**config.mk**
```make
export PLATFORM = sky130hd
export DESIGN_NAME = ram_port_arbiter
export DESIGN_NICKNAME = d
export VERILOG_FILES = /design/src/rtl/ram_port_arbiter.sv
export SDC_FILE = /design/constraint.sdc
export NUM_CORES = 1
export LEC_CHECK = 0
export BUFFER_PORTS_ARGS = -buffer_cell sky130_fd_sc_hd__clkbuf_2
export CAP_MARGIN = 5
export CELL_PAD_IN_SITES_DETAIL_PLACEMENT = 1
export CELL_PAD_IN_SITES_GLOBAL_PLACEMENT = 2
export CORE_UTILIZATION = 26
export CTS_CLUSTER_SIZE = 24
export DETAILED_ROUTE_END_ITERATION = 10
export PLACE_DENSITY_LB_ADDON = 0.15
export SYNTH_ARGS = -nofsm -noshare
export SYNTH_HDL_FRONTEND = slang
export SYNTH_SLANG_ARGS = --single-unit
```
**constraint.sdc**
```tcl
create_clock -name clk -period 2.6 [get_ports clk]
set_input_delay 0.52 -clock clk [delete_from_list [all_inputs] [get_ports clk]]
set_output_delay 0.52 -clock clk [all_outputs]
set_load 0.05 [all_outputs]
```
**src/rtl/ram_port_arbiter.sv**
```systemverilog
// rtl/ram_port_arbiter.sv - round-robin arbiter sharing one synchronous RAM port among NUM_REQ requesters
// Optional grant-hold on lock[] when RAM_ARB_LOCK_EN is defined.
module ram_port_arbiter #(
  parameter int NUM_REQ = 4,
  parameter int ADDR_W  = 6,
  parameter int DATA_W  = 8
) (
  input  logic                      clk,
  input  logic                      rst,
  input  logic [NUM_REQ-1:0]        req,
  input  logic [NUM_REQ-1:0]        req_we,
  input  logic [NUM_REQ*ADDR_W-1:0] req_addr,
  input  logic [NUM_REQ*DATA_W-1:0] req_wdata,
  input  logic [NUM_REQ-1:0]        lock,
  output logic [NUM_REQ-1:0]        gnt,
  output logic [NUM_REQ-1:0]        ack,
  output logic [DATA_W-1:0]         rdata,
  output logic                      rd_valid,
  output logic                      busy,
  output logic [ADDR_W-1:0]         ram_addr,
  output logic [DATA_W-1:0]         ram_wdata,
  output logic                      ram_we,
  input  logic [DATA_W-1:0]         ram_q
);

  localparam int IDX_W = (NUM_REQ > 1) ? $clog2(NUM_REQ) : 1;

  typedef enum logic [1:0] {IDLE, ACCESS, RESP} state_t;

  state_t             state, state_next;
  logic [IDX_W-1:0]   idx, last, rr_win, win;
  logic               we_r;
  logic [ADDR_W-1:0]  addr_r;
  logic [DATA_W-1:0]  wdata_r;
  logic [DATA_W-1:0]  rdata_hold;
  int                 cand;

  // Walk from the farthest candidate back to last+1 so the nearest requester wins.
  always_comb begin
    rr_win = last;
    cand   = 0;
    for (int k = NUM_REQ; k >= 1; k--) begin
      cand = int'(last) + k;
      if (cand >= NUM_REQ) cand = cand - NUM_REQ;
      if (req[IDX_W'(cand)]) rr_win = IDX_W'(cand);
    end
  end

`ifdef RAM_ARB_LOCK_EN
  logic [3:0] lock_cnt;
  logic       lock_hit;

  // lock_cnt counts consecutive grants to a locking requester; at 8 the rotation gets one turn.
  assign lock_hit = req[last] & lock[last] & (lock_cnt < 4'd8);
  assign win      = lock_hit ? last : rr_win;

  always_ff @(posedge clk) begin
    if (rst) begin
      lock_cnt <= 4'd0;
    end else if (state == IDLE && |req) begin
      if (!lock[win])    lock_cnt <= 4'd0;
      else if (lock_hit) lock_cnt <= lock_cnt + 4'd1;
      else               lock_cnt <= 4'd1;
    end
  end
`else
  logic unused_lock;
  assign unused_lock = ^lock;
  assign win         = rr_win;
`endif

  always_comb begin
    state_next = state;
    gnt        = '0;
    ack        = '0;
    busy       = 1'b0;
    rd_valid   = 1'b0;
    ram_we     = 1'b0;
    case (state)
      IDLE: begin
        if (|req) state_next = ACCESS;
      end
      ACCESS: begin
        state_next = RESP;
        gnt[idx]   = 1'b1;
        busy       = 1'b1;
        ram_we     = we_r & ~rst;
      end
      RESP: begin
        state_next = IDLE;
        ack[idx]   = 1'b1;
        busy       = 1'b1;
        rd_valid   = ~we_r;
      end
      default: state_next = IDLE;
    endcase
  end

  assign ram_addr  = addr_r;
  assign ram_wdata = wdata_r;
  assign rdata     = rd_valid ? ram_q : rdata_hold;

  always_ff @(posedge clk) begin
    if (rst) begin
      state      <= IDLE;
      last       <= IDX_W'(NUM_REQ - 1);
      idx        <= '0;
      we_r       <= 1'b0;
      addr_r     <= '0;
      wdata_r    <= '0;
      rdata_hold <= '0;
    end else begin
      state <= state_next;
      if (state == IDLE && |req) begin
        idx     <= win;
        we_r    <= req_we[win];
        addr_r  <= req_addr[int'(win)*ADDR_W +: ADDR_W];
        wdata_r <= req_wdata[int'(win)*DATA_W +: DATA_W];
      end
      if (state == RESP) begin
        last <= idx;
        if (!we_r) rdata_hold <= ram_q;
      end
    end
  end

endmodule

```
==> results.md <==
- The cell count after placement is 380.
- The placer's final routability congestion estimate is 0.704.
- The initial utilization of the core area, before any placement, comes to 0.275.
- The largest net degree at the start of global routing is 19.
- The tree built by TritonCTS fans out to 29 sinks.
- For this run, design rule violations remaining after detail routing come to 0.
- In this run, distinct cell masters in the synthesized netlist total 44.
- The internal power of the cells totals 0.891 mW.
- The critical path launch point is state[0].
- Once detailed placement completed, the half-perimeter wirelength came to roughly 4500 µm.
- The number of hold-slack violations in the final timing report came to 0.
- The critical register-to-register path startpoint is last[1].
- In this run the power spent charging and discharging nets is 0.622 mW.
- When the netlist entered floorplanning its net count stood at about 270.
- The number of port buffers is 106.
- The kind of capture point of the worst setup path is a primary output.
- The relative slew slack is 0.353.
- Clock-pin slew was measured on the worst setup and hold paths at roughly 60 ps.
- The root buffer cell chosen for the clock tree is sky130_fd_sc_hd__clkbuf_8.
- The die boundary width is a little under 90 µm.
- At the pin with the least slew margin, the transition time is 967 ps.
- The design draws approximately 1.5 mW.
- STA puts the critical path data arrival time at ~1900 ps.
- In this run the worst hold path is classified as flop to flop.
- The average footprint of a synthesized cell is about 10 µm².
- The first routing iteration left 55 violations.
- The first global-routing pass estimated between 9000 and 10000 µm of wire.
- The detailed-router iteration count before antenna repair is 4.
- The initial antenna violation count is 0.
- Setup violations remaining at the end of the flow were counted as 0.
- The async set-reset flop share out of synthesis is 0.
- The post-synthesis to final-layout area growth is 33.6%.
- The path type of the worst setup path is flop to primary output.
- The layout has 879 filler cells.
- From bottom edge to top edge, the die measures 87.8 µm.
- The most frequently used flop master after synthesis is sky130_fd_sc_hd__dfxtp_1.
- The peak fanout along the critical path is 9.
- For this run, the number of standard cells in the final layout without fillers is 388.
- The run finished with clean final reports.
- The total count of max-transition violations in the final report is 0.
- The number of enable flip-flop cells after synthesis is 0.
- The post-route clock skew is about 4.0 ps.
- The placeable core region is roughly 6900 µm².
- In this run the remaining antenna-violating nets after routing total 0.
- Across all layers, the routed design uses 1836 vias.
- Setup repair after global routing left no endpoint under its margin.
- In this run the power density over the cells is 592 nW/µm².
- Across every metal layer, demand over resource in global routing totals 0.155.
- TritonCTS built the clock tree.
- The clock insertion delay at the later pin of the skew report is 280 ps.
- The startpoint of the tightest hold check path is state[1].
- For the worst setup path, the data required time is around 2100 ps.
- The sequential fraction of design power is 0.352.
- In the post-synthesis netlist, the cell with the most instances is sky130_fd_sc_hd__dfxtp_1.
- The largest total area in the synthesized netlist belongs to sky130_fd_sc_hd__dfxtp_1.
- The worst setup path is launched from a flop.
- The portion of the clock cycle consumed by the worst path in the final layout is 0.912.
- The maximum frequency from static timing analysis is about 420 MHz.
- The number of placement rows is 30.
- The share of total power dissipated in combinational logic is 0.407.
- After synthesis the cells add up to around 1900 µm².
- For this run the aggregate overflow at the end of global routing stands at 0.
- The number of buffers inserted for hold repair after clock tree synthesis is 0.
- For this run, the register share of the synthesized area comes to 0.303.
- Dividing the detail-routed wire length by the instance count gives between 10 and 15 µm.
- VDD sags by at most 0.211 mV.
- The routed wire length is around 5700 µm.
- The number of nets at the end of the flow is 372.
- The shortest clock period the worst path allows after layout is around 2400 ps.
- Buffers added to address setup during post-CTS repair amount to 0.
- In the final timing run, aggregate negative setup slack is 0 ps.
- During I/O placement, the number of pins put on the boundary was ~110.
- The repair_antennas step left the layout with diodes totalling 0.
- The via count of the first global-routing pass was roughly 1900.
- The switching power share of the total is 0.411.
- Counting the buffers created by CTS gives 5.
- Ranked by instance count, the synthesized netlist is headed by 29 x sky130_fd_sc_hd__dfxtp_1, 15 x sky130_fd_sc_hd__nor2_1, 13 x sky130_fd_sc_hd__mux2_2.
- The max-capacitance violation count is 0.
- Yosys attributes the largest share of cell area to sky130_fd_sc_hd__dfxtp_1 30%, sky130_fd_sc_hd__mux2_2 7.7%, sky130_fd_sc_hd__a2111oi_2 6.3%.
- The synthesized instance count is about 190.
- The number of synthesized register bits is 29.
- In this run the deepest clock path goes through 2 buffers.
- The ratio of cells with drive above 1 in the final layout is 0.551.
- Of the post-synthesis cell area, the dominant cell type holds 0.303.
- The portion of total power attributed to the clock network is 0.242.
- The H-tree was split into 2 levels.
- The full die area is roughly 7700 µm².
- For this run, the number of Yosys warnings is 0.
- The via count normalized by instance count is about 4.7.
- The leakage dissipation is around 1.2 nW.
-- cells in the final DEF, fill, tap and decap left out, types with 4 or more instances in the layout --
cell                        netlist  routed
sky130_fd_sc_hd__clkbuf_2         0     106
sky130_fd_sc_hd__dfxtp_1         29      29
sky130_fd_sc_hd__nor2_1          15      15
sky130_fd_sc_hd__mux2_2          13      13
sky130_fd_sc_hd__mux2i_1         11      11
sky130_fd_sc_hd__nor4b_1         11      11
sky130_fd_sc_hd__nand2_1          8       8
sky130_fd_sc_hd__and2_1           8       8
sky130_fd_sc_hd__a211oi_2         8       8
sky130_fd_sc_hd__a2111oi_2        8       8
sky130_fd_sc_hd__and3_1           7       7
sky130_fd_sc_hd__a211oi_1         6       6
sky130_fd_sc_hd__inv_1            5       5
sky130_fd_sc_hd__clkbuf_8         3       5
sky130_fd_sc_hd__buf_4            0       5
sky130_fd_sc_hd__a221o_1          4       4
-- timing repair --
action                                  4_1_cts  5_1_grt
endpoints found under the setup margin        0        8
hold endpoints to repair                      0        0
resized for setup                             0        1
-- cell type report --
class,instances,area (µm²),share of cell area
repair buffers,111,568,0.222
well taps,96,120,0.0470
inverters,5,18.8,0.00735
clock inverters,3,17.5,0.00686
flip-flops and latches,29,581,0.227
clock buffers,5,68.8,0.0269
multi-input cells,139,1180,0.462
-- cell families (layout without fill, tap and decap cells) --
logic type	count (synthesis)	after routing	share of synthesized area
buf+inv	19	124	0.0850
mux	27	27	0.152
fa+ha+maj	3	3	0.0196
simple gates	70	70	0.231
flops	29	29	0.303
compound gates	39	39	0.209
-- power by group through the flow --
| stage | Sequential, mW | Clock [mW] | Combinational (mW) |
|---|---|---|---|
| 6_report | 0.532 | 0.366 | 0.615 |
| 3_3_place_gp | 0.541 | 0 | 0.619 |
| 3_5_place_dp | 0.542 | 0 | 0.624 |
| 5_1_grt | 0.541 | 0.404 | 0.662 |
| 4_1_cts | 0.532 | 0.384 | 0.626 |
| 2_1_floorplan | 0.650 | 0 | 0.373 |
-- metrics by stage --
step | area (µm²) | hold slack, ps | setup WS [ps] | utilization
2_1_floorplan | 1910 | 475 | 300 | -
3_3_place_gp | 2470 | 491 | 121 | 0.355
3_5_place_dp | 2470 | 498 | 107 | 0.355
4_1_cts | 2550 | 507 | 39.2 | 0.368
5_1_grt | 2550 | 539 | 102 | 0.368
6_report | 2550 | 504 | 229 | 0.368
-- registers in the layout (all words and copies together), names as in the netlist --
signal,flops
ram_wdata,8
state,2
ram_addr,6
idx,2
rdata_hold,8
last,2
we_r,1
-- layer usage --
| metal | GRT usage | share of wire | vias to the layer above |
|---|---|---|---|
| met4 | 0.0268 | 0.0055 | 0 |
| met5 | 0 | 0 | - |
| met2 | 0.253 | 0.47 | 62 |
| li1 | - | - | 912 |
| met1 | 0.206 | 0.46 | 857 |
| met3 | 0.0452 | 0.066 | 5 |
-- path summary, 6_finish.rpt --
kind	end	slack, ps	cells after the start
setup / recovery	rdata[4]	230	5
hold / removal	state[1]	500	2
hold reg to reg	state[1]	500	2
setup reg to reg	ram_wdata[2]	360	4
-- worst max-delay path, cell delays in order, from the launching register on --
cell and delay (ps):
sky130_fd_sc_hd__dfxtp_1 370, sky130_fd_sc_hd__inv_1 80, sky130_fd_sc_hd__ha_1 280, sky130_fd_sc_hd__nand2b_2 230
sky130_fd_sc_hd__mux2_2 380, sky130_fd_sc_hd__clkbuf_2 240
No activity file was read; power rests on OpenSTA's default activity.
